## src/rtl/npc_arb_pkg.sv

```systemverilog
// Shared types and constants for the NPC round-robin arbiter.
// Imported by the arbiter top level and its picker.
package npc_arb_pkg;

   localparam int NUM_REQ = 8;
   localparam int SEL_W   = 3;

   typedef enum logic [1:0] {
      IDLE = 2'd0,
      REQ  = 2'd1,
      WAIT = 2'd2
   } arb_state_e;

   function automatic logic [NUM_REQ-1:0] onehot(input logic [SEL_W-1:0] idx);
      onehot = NUM_REQ'(1) << idx;
   endfunction

endpackage

```

## src/rtl/npc_rr_arbiter8_pick8.sv

```systemverilog
// Round-robin pick: rotate by ptr, priority-encode, unrotate.
// Purely combinational; idx is only meaningful while any is set.
module npc_rr_pick8
   import npc_arb_pkg::*;
(
   input  logic [NUM_REQ-1:0] req,
   input  logic [SEL_W-1:0]   ptr,
   output logic               any,
   output logic [SEL_W-1:0]   idx
);

   logic [NUM_REQ-1:0] rot;
   logic [SEL_W-1:0]   off;

   // rot[i] is the requester i positions after ptr; lowest set bit wins
   always_comb begin
      rot = '0;
      off = '0;
      for (int i = 0; i < NUM_REQ; i++) begin
         rot[i] = req[SEL_W'(i) + ptr];
      end
      for (int i = NUM_REQ - 1; i >= 0; i--) begin
         if (rot[i]) off = SEL_W'(i);
      end
      any = |req;
      idx = off + ptr;
   end

endmodule

```

## src/rtl/npc_rr_arbiter8.sv

```systemverilog
// Round-robin owner of the NPC shared-port select.
// Select and grant are frozen for the whole transaction.
module npc_rr_arbiter8
   import npc_arb_pkg::*;
#(
   parameter int TIMEOUT = 255,
   parameter int CNT_W   = 8
)(
   input  logic               clk,
   input  logic               rst_n,
   input  logic [NUM_REQ-1:0] req,
   output logic [NUM_REQ-1:0] gnt,
   output logic [SEL_W-1:0]   sel,
   output logic               out_valid,
   input  logic               out_ready,
   input  logic               done,
   output logic               done_o,
   output logic               err
);

   localparam logic [CNT_W-1:0] TO_LAST =
      CNT_W'((TIMEOUT == 0) ? 0 : TIMEOUT - 1);

   arb_state_e       state;
   logic [SEL_W-1:0] ptr;
   logic [CNT_W-1:0] cnt;

   logic             pick_any;
   logic [SEL_W-1:0] pick_idx;
   logic             to_hit;
   logic [SEL_W-1:0] ptr_next;

   npc_rr_pick8 u_pick (
      .req (req),
      .ptr (ptr),
      .any (pick_any),
      .idx (pick_idx)
   );

   // Timeout boundary: last WAIT cycle allowed without done
   assign to_hit = (TIMEOUT != 0) && (cnt == TO_LAST);

   // The requester just served drops to lowest priority
   assign ptr_next = sel + SEL_W'(1);

   // Transaction FSM with registered grant, select and pulses
   always_ff @(posedge clk or negedge rst_n) begin
      if (!rst_n) begin
         state     <= IDLE;
         ptr       <= '0;
         sel       <= '0;
         gnt       <= '0;
         out_valid <= 1'b0;
         done_o    <= 1'b0;
         err       <= 1'b0;
         cnt       <= '0;
      end else begin
         done_o <= 1'b0;
         err    <= 1'b0;
         case (state)
            IDLE: begin
               if (pick_any) begin
                  sel       <= pick_idx;
                  gnt       <= onehot(pick_idx);
                  out_valid <= 1'b1;
                  state     <= REQ;
               end
            end
            REQ: begin
               if (out_ready) begin
                  out_valid <= 1'b0;
                  if (done) begin
                     done_o <= 1'b1;
                     gnt    <= '0;
                     ptr    <= ptr_next;
                     state  <= IDLE;
                  end else begin
                     cnt   <= '0;
                     state <= WAIT;
                  end
               end else if (!req[sel]) begin
                  out_valid <= 1'b0;
                  gnt       <= '0;
                  ptr       <= ptr_next;
                  state     <= IDLE;
               end
            end
            WAIT: begin
               if (done) begin
                  done_o <= 1'b1;
                  gnt    <= '0;
                  ptr    <= ptr_next;
                  state  <= IDLE;
               end else if (to_hit) begin
                  err   <= 1'b1;
                  gnt   <= '0;
                  ptr   <= ptr_next;
                  state <= IDLE;
               end else begin
                  cnt <= cnt + CNT_W'(1);
               end
            end
            default: begin
               gnt       <= '0;
               out_valid <= 1'b0;
               state     <= IDLE;
            end
         endcase
      end
   end

endmodule
```

## config.mk

```make
export PLATFORM = sky130hd
export DESIGN_NAME = npc_rr_arbiter8
export DESIGN_NICKNAME = d
export VERILOG_FILES = /design/src/rtl/npc_arb_pkg.sv /design/src/rtl/npc_rr_arbiter8_pick8.sv /design/src/rtl/npc_rr_arbiter8.sv
export SDC_FILE = /design/constraint.sdc
export NUM_CORES = 1
export LEC_CHECK = 0
export ABC_AREA = 1
export CORE_MARGIN = 4
export CORE_UTILIZATION = 25
export DETAILED_ROUTE_END_ITERATION = 8
export SYNTH_ARGS = -nofsm -noshare
export SYNTH_HDL_FRONTEND = slang
export SYNTH_SLANG_ARGS = --single-unit
```

## constraint.sdc

```tcl
create_clock -name clk -period 4.1 [get_ports clk]
set_input_delay 0.615 -clock clk [delete_from_list [all_inputs] [get_ports clk]]
set_output_delay 0.615 -clock clk [all_outputs]
set_load 0.02 [all_outputs]
```

==> impl_metrics.json <==
{
  "outcome": "finished, final reports clean",
  "grt_usage": 0.101,
  "setup_ws_ns": 0.611,
  "htree_levels": 1,
  "ys_types": 32,
  "slew_headroom": 0.641,
  "fp.coreArea_mm2": 0.00818,
  "crit_type": "reg2reg",
  "synth_area_per_cell_um2": 7.22,
  "busiest_layer": "met2",
  "yosysWarnings": 0,
  "netSwitchingPower_mw": 1.12,
  "maxCapViolations": 0,
  "period_share": 0.851,
  "place_worst_setup_slack_ns": 0.586,
  "io_buffers": 25,
  "diodes": 0,
  "yosysMostFrequentCell": "nand2_1",
  "grt_max_degree": 28,
  "ys_seq_area_frac": 0.324,
  "mappedNetlistArea_mm2": 0.00209,
  "drive_above_1_share": 0.146,
  "die_h_um": 99.4,
  "whs_ns": 0.493,
  "fin_tns_setup_ns": 0,
  "met1_usage": 0.142,
  "grt_pass1_wl_mm": 8.42,
  "hold_end": "gnt[1]$_DFFE_PN0P_",
  "clock.fmax_mhz": 287,
  "post_drt_via_cell_ratio": 4.48,
  "route.detailed.wl_per_inst_um": 11.2,
  "p_leak_nw": 1.19,
  "min-delay-start": "gnt[1]$_DFFE_PN0P_",
  "synth_common_cells": "83 x nand2_1, 34 x nand3_1, 27 x dfrtp_1, 26 x nor2_1, 25 x inv_1",
  "dieArea_mm2": 0.00987,
  "hold_violations": 0,
  "dr.pass1.iters": 4,
  "io_pins": 26,
  "power_frac_seq": 0.219,
  "final_util": 0.303,
  "r2r-start": "ptr[0]$_DFFE_PN0P_",
  "ant_nets": 0,
  "clk_latency_ns": 0.27,
  "drcViolationCount": 0,
  "vias": 1881,
  "post_synth_inst_count": 289,
  "clock_skew_ns": 0.00456,
  "ys_async_sr_fraction": 1.00,
  "die_w_um": 99.4,
  "cts_setup_buffers": 0,
  "ir_worst_vdd_mv": 0.257,
  "use_met2": 0.165,
  "routed_wl_mm": 4.72,
  "clockBufferDepth": 2,
  "rows": 33,
  "crit_fanout": 12,
  "synth_top_cell_by_area": "dfrtp_1",
  "rsz0062_at_grt": "false",
  "synth_top_area_frac": 0.324,
  "final.min_clock_period_ns": 3.49,
  "area_growth_pct": 18.8,
  "cts_tree": "done",
  "cp.required_ns": 4.27,
  "synth_fp_nets": 311,
  "synth_edf_count": 0,
  "endpoint_kind": "register",
  "p_sw_frac": 0.542,
  "cts_hold_buf": 0,
  "clock-root-buffer": "clkbuf_8",
  "antenna_found_initial": 0,
  "first_iter_violations": 68,
  "p_int_mw": 0.946,
  "tightest_slew_ns": 0.539,
  "cts_buffers": 3,
  "start_util": 0.255,
  "clock_sinks": 27,
  "grt_pass1_vias": 1838,
  "ys_seq_elements": 27,
  "gp_congestion": 0.816,
  "grt_remaining_overflow": 0,
  "arrival_ns": 3.65,
  "ctsResizeCount": 0,
  "ys.flop_type": "dfrtp_1",
  "worst_r2r_endpoint": "gnt[1]$_DFFE_PN0P_",
  "setup_viol": 0,
  "hold_class": "reg2reg",
  "combPwrFrac": 0.707,
  "ff2ff_setup_slack_ns": 0.61,
  "ff2ff_path_depth": 21,
  "holdPathStages": 2,
  "startpoint_type": "register",
  "slew_viol_final": 0,
  "clk_pin_slew_worst_paths_ns": 0.09,
  "clkPwrFrac": 0.074,
  "final_nets": 338,
  "grt_util_met3": 0.0133,
  "yosys-top-cells-area": "dfrtp_1 32%, nand2_1 15%, nand3_1 8.2%, nand2_2 5.7%, ha_1 5.4%",
  "powerDensity_mw_per_mm2": 833,
  "hpwl_mm": 3.78
}
routing by layer:
layer  share of wire  vias up
met4          0.0066        0
li1                -      974
met2            0.45       43
met5               0        -
met3           0.044        4
met1            0.50      860
cells in the final DEF (no fill, tap or decap), types with 2 or more instances in the layout:
cell | Yosys | final
a21boi_0 | 3 | 3
a21oi_1 | 3 | 3
clkbuf_8 | 0 | 3
clkdlybuf4s50_1 | 0 | 25
dfrtp_1 | 27 | 27
ha_1 | 9 | 9
inv_1 | 25 | 25
inv_2 | 5 | 5
nand2_1 | 83 | 83
nand2_2 | 19 | 19
nand2_4 | 2 | 2
nand3_1 | 34 | 34
nand3_2 | 7 | 7
nand4_1 | 3 | 3
nor2_1 | 26 | 26
nor2_2 | 4 | 4
nor3_1 | 2 | 2
o21ai_0 | 12 | 12
o31ai_1 | 2 | 2
xnor2_1 | 3 | 3
xor2_1 | 5 | 5
per-stage QoR:
step	area (um2)	power, mW	std cells
after floorplan	2090	1.61	289
after global placement	2430	1.89	416
after detailed placement	2430	1.92	416
after CTS	2480	2.09	420
after global routing	2480	2.32	420
final	2480	2.07	420
worst max path at each step:
stage	startpoint	endpoint	slack, ns	cells after the start
2_1_floorplan	ptr[0]$_DFFE_PN0P_	gnt[1]$_DFFE_PN0P_	1.16	22
3_3_place_gp	req[6]	gnt[3]$_DFFE_PN0P_	0.66	20
3_5_place_dp	req[4]	gnt[3]$_DFFE_PN0P_	0.59	20
4_1_cts	ptr[0]$_DFFE_PN0P_	gnt[1]$_DFFE_PN0P_	0.60	21
5_1_grt	ptr[0]$_DFFE_PN0P_	gnt[1]$_DFFE_PN0P_	0.28	21
6_report	ptr[0]$_DFFE_PN0P_	gnt[1]$_DFFE_PN0P_	0.61	21
cells by family after synthesis:
kind of cell / synth area share
AO/OA/AOI/OAI: 0.0677
XOR/XNOR: 0.0414
adder cells (fa/ha/maj): 0.0636
buffers and inverters: 0.0779
flip-flops: 0.324
AND/OR/NAND/NOR: 0.426
cell type report:
type | count | area (um2)
Fill cell | 899 | 5700
Multi-Input combinational cell | 227 | 1250
Sequential cell | 27 | 676
Timing Repair Buffer | 26 | 258
Tap cell | 105 | 131
Inverter | 31 | 121
Clock buffer | 4 | 45.0
state kept, by name (all words and copies together), names as in the netlist:
name and cells:
gnt 8, sel 3, err 1, done_o 1, ptr 3, state 2
cnt 8, out_valid 1
worst max-delay path: stages (launching register included):
cell,delay [ns]
dfrtp_1,0.69
inv_6,0.12
ha_1,0.40
inv_1,0.11
nand3_1,0.13
nand3_1,0.09
nand2_1,0.13
nand2_1,0.06
nand2_1,0.05
nand2_1,0.04
nand2_1,0.05
nand2_1,0.04
a21boi_0,0.17
ha_1,0.17
inv_1,0.05
fa_1,0.37
xor2_1,0.28
inv_1,0.12
nand3_4,0.14
nand2_4,0.07
nand2_1,0.06
nand2_1,0.05
power groups by stage:
stage,logic [mW],registers [mW],clock network (mW)
after floorplan,1.17,0.445,0
after global placement,1.43,0.459,0
after detailed placement,1.46,0.459,0
after CTS,1.47,0.455,0.158
after global routing,1.68,0.469,0.169
final,1.46,0.453,0.152
Power figures use the tool's default switching activity.
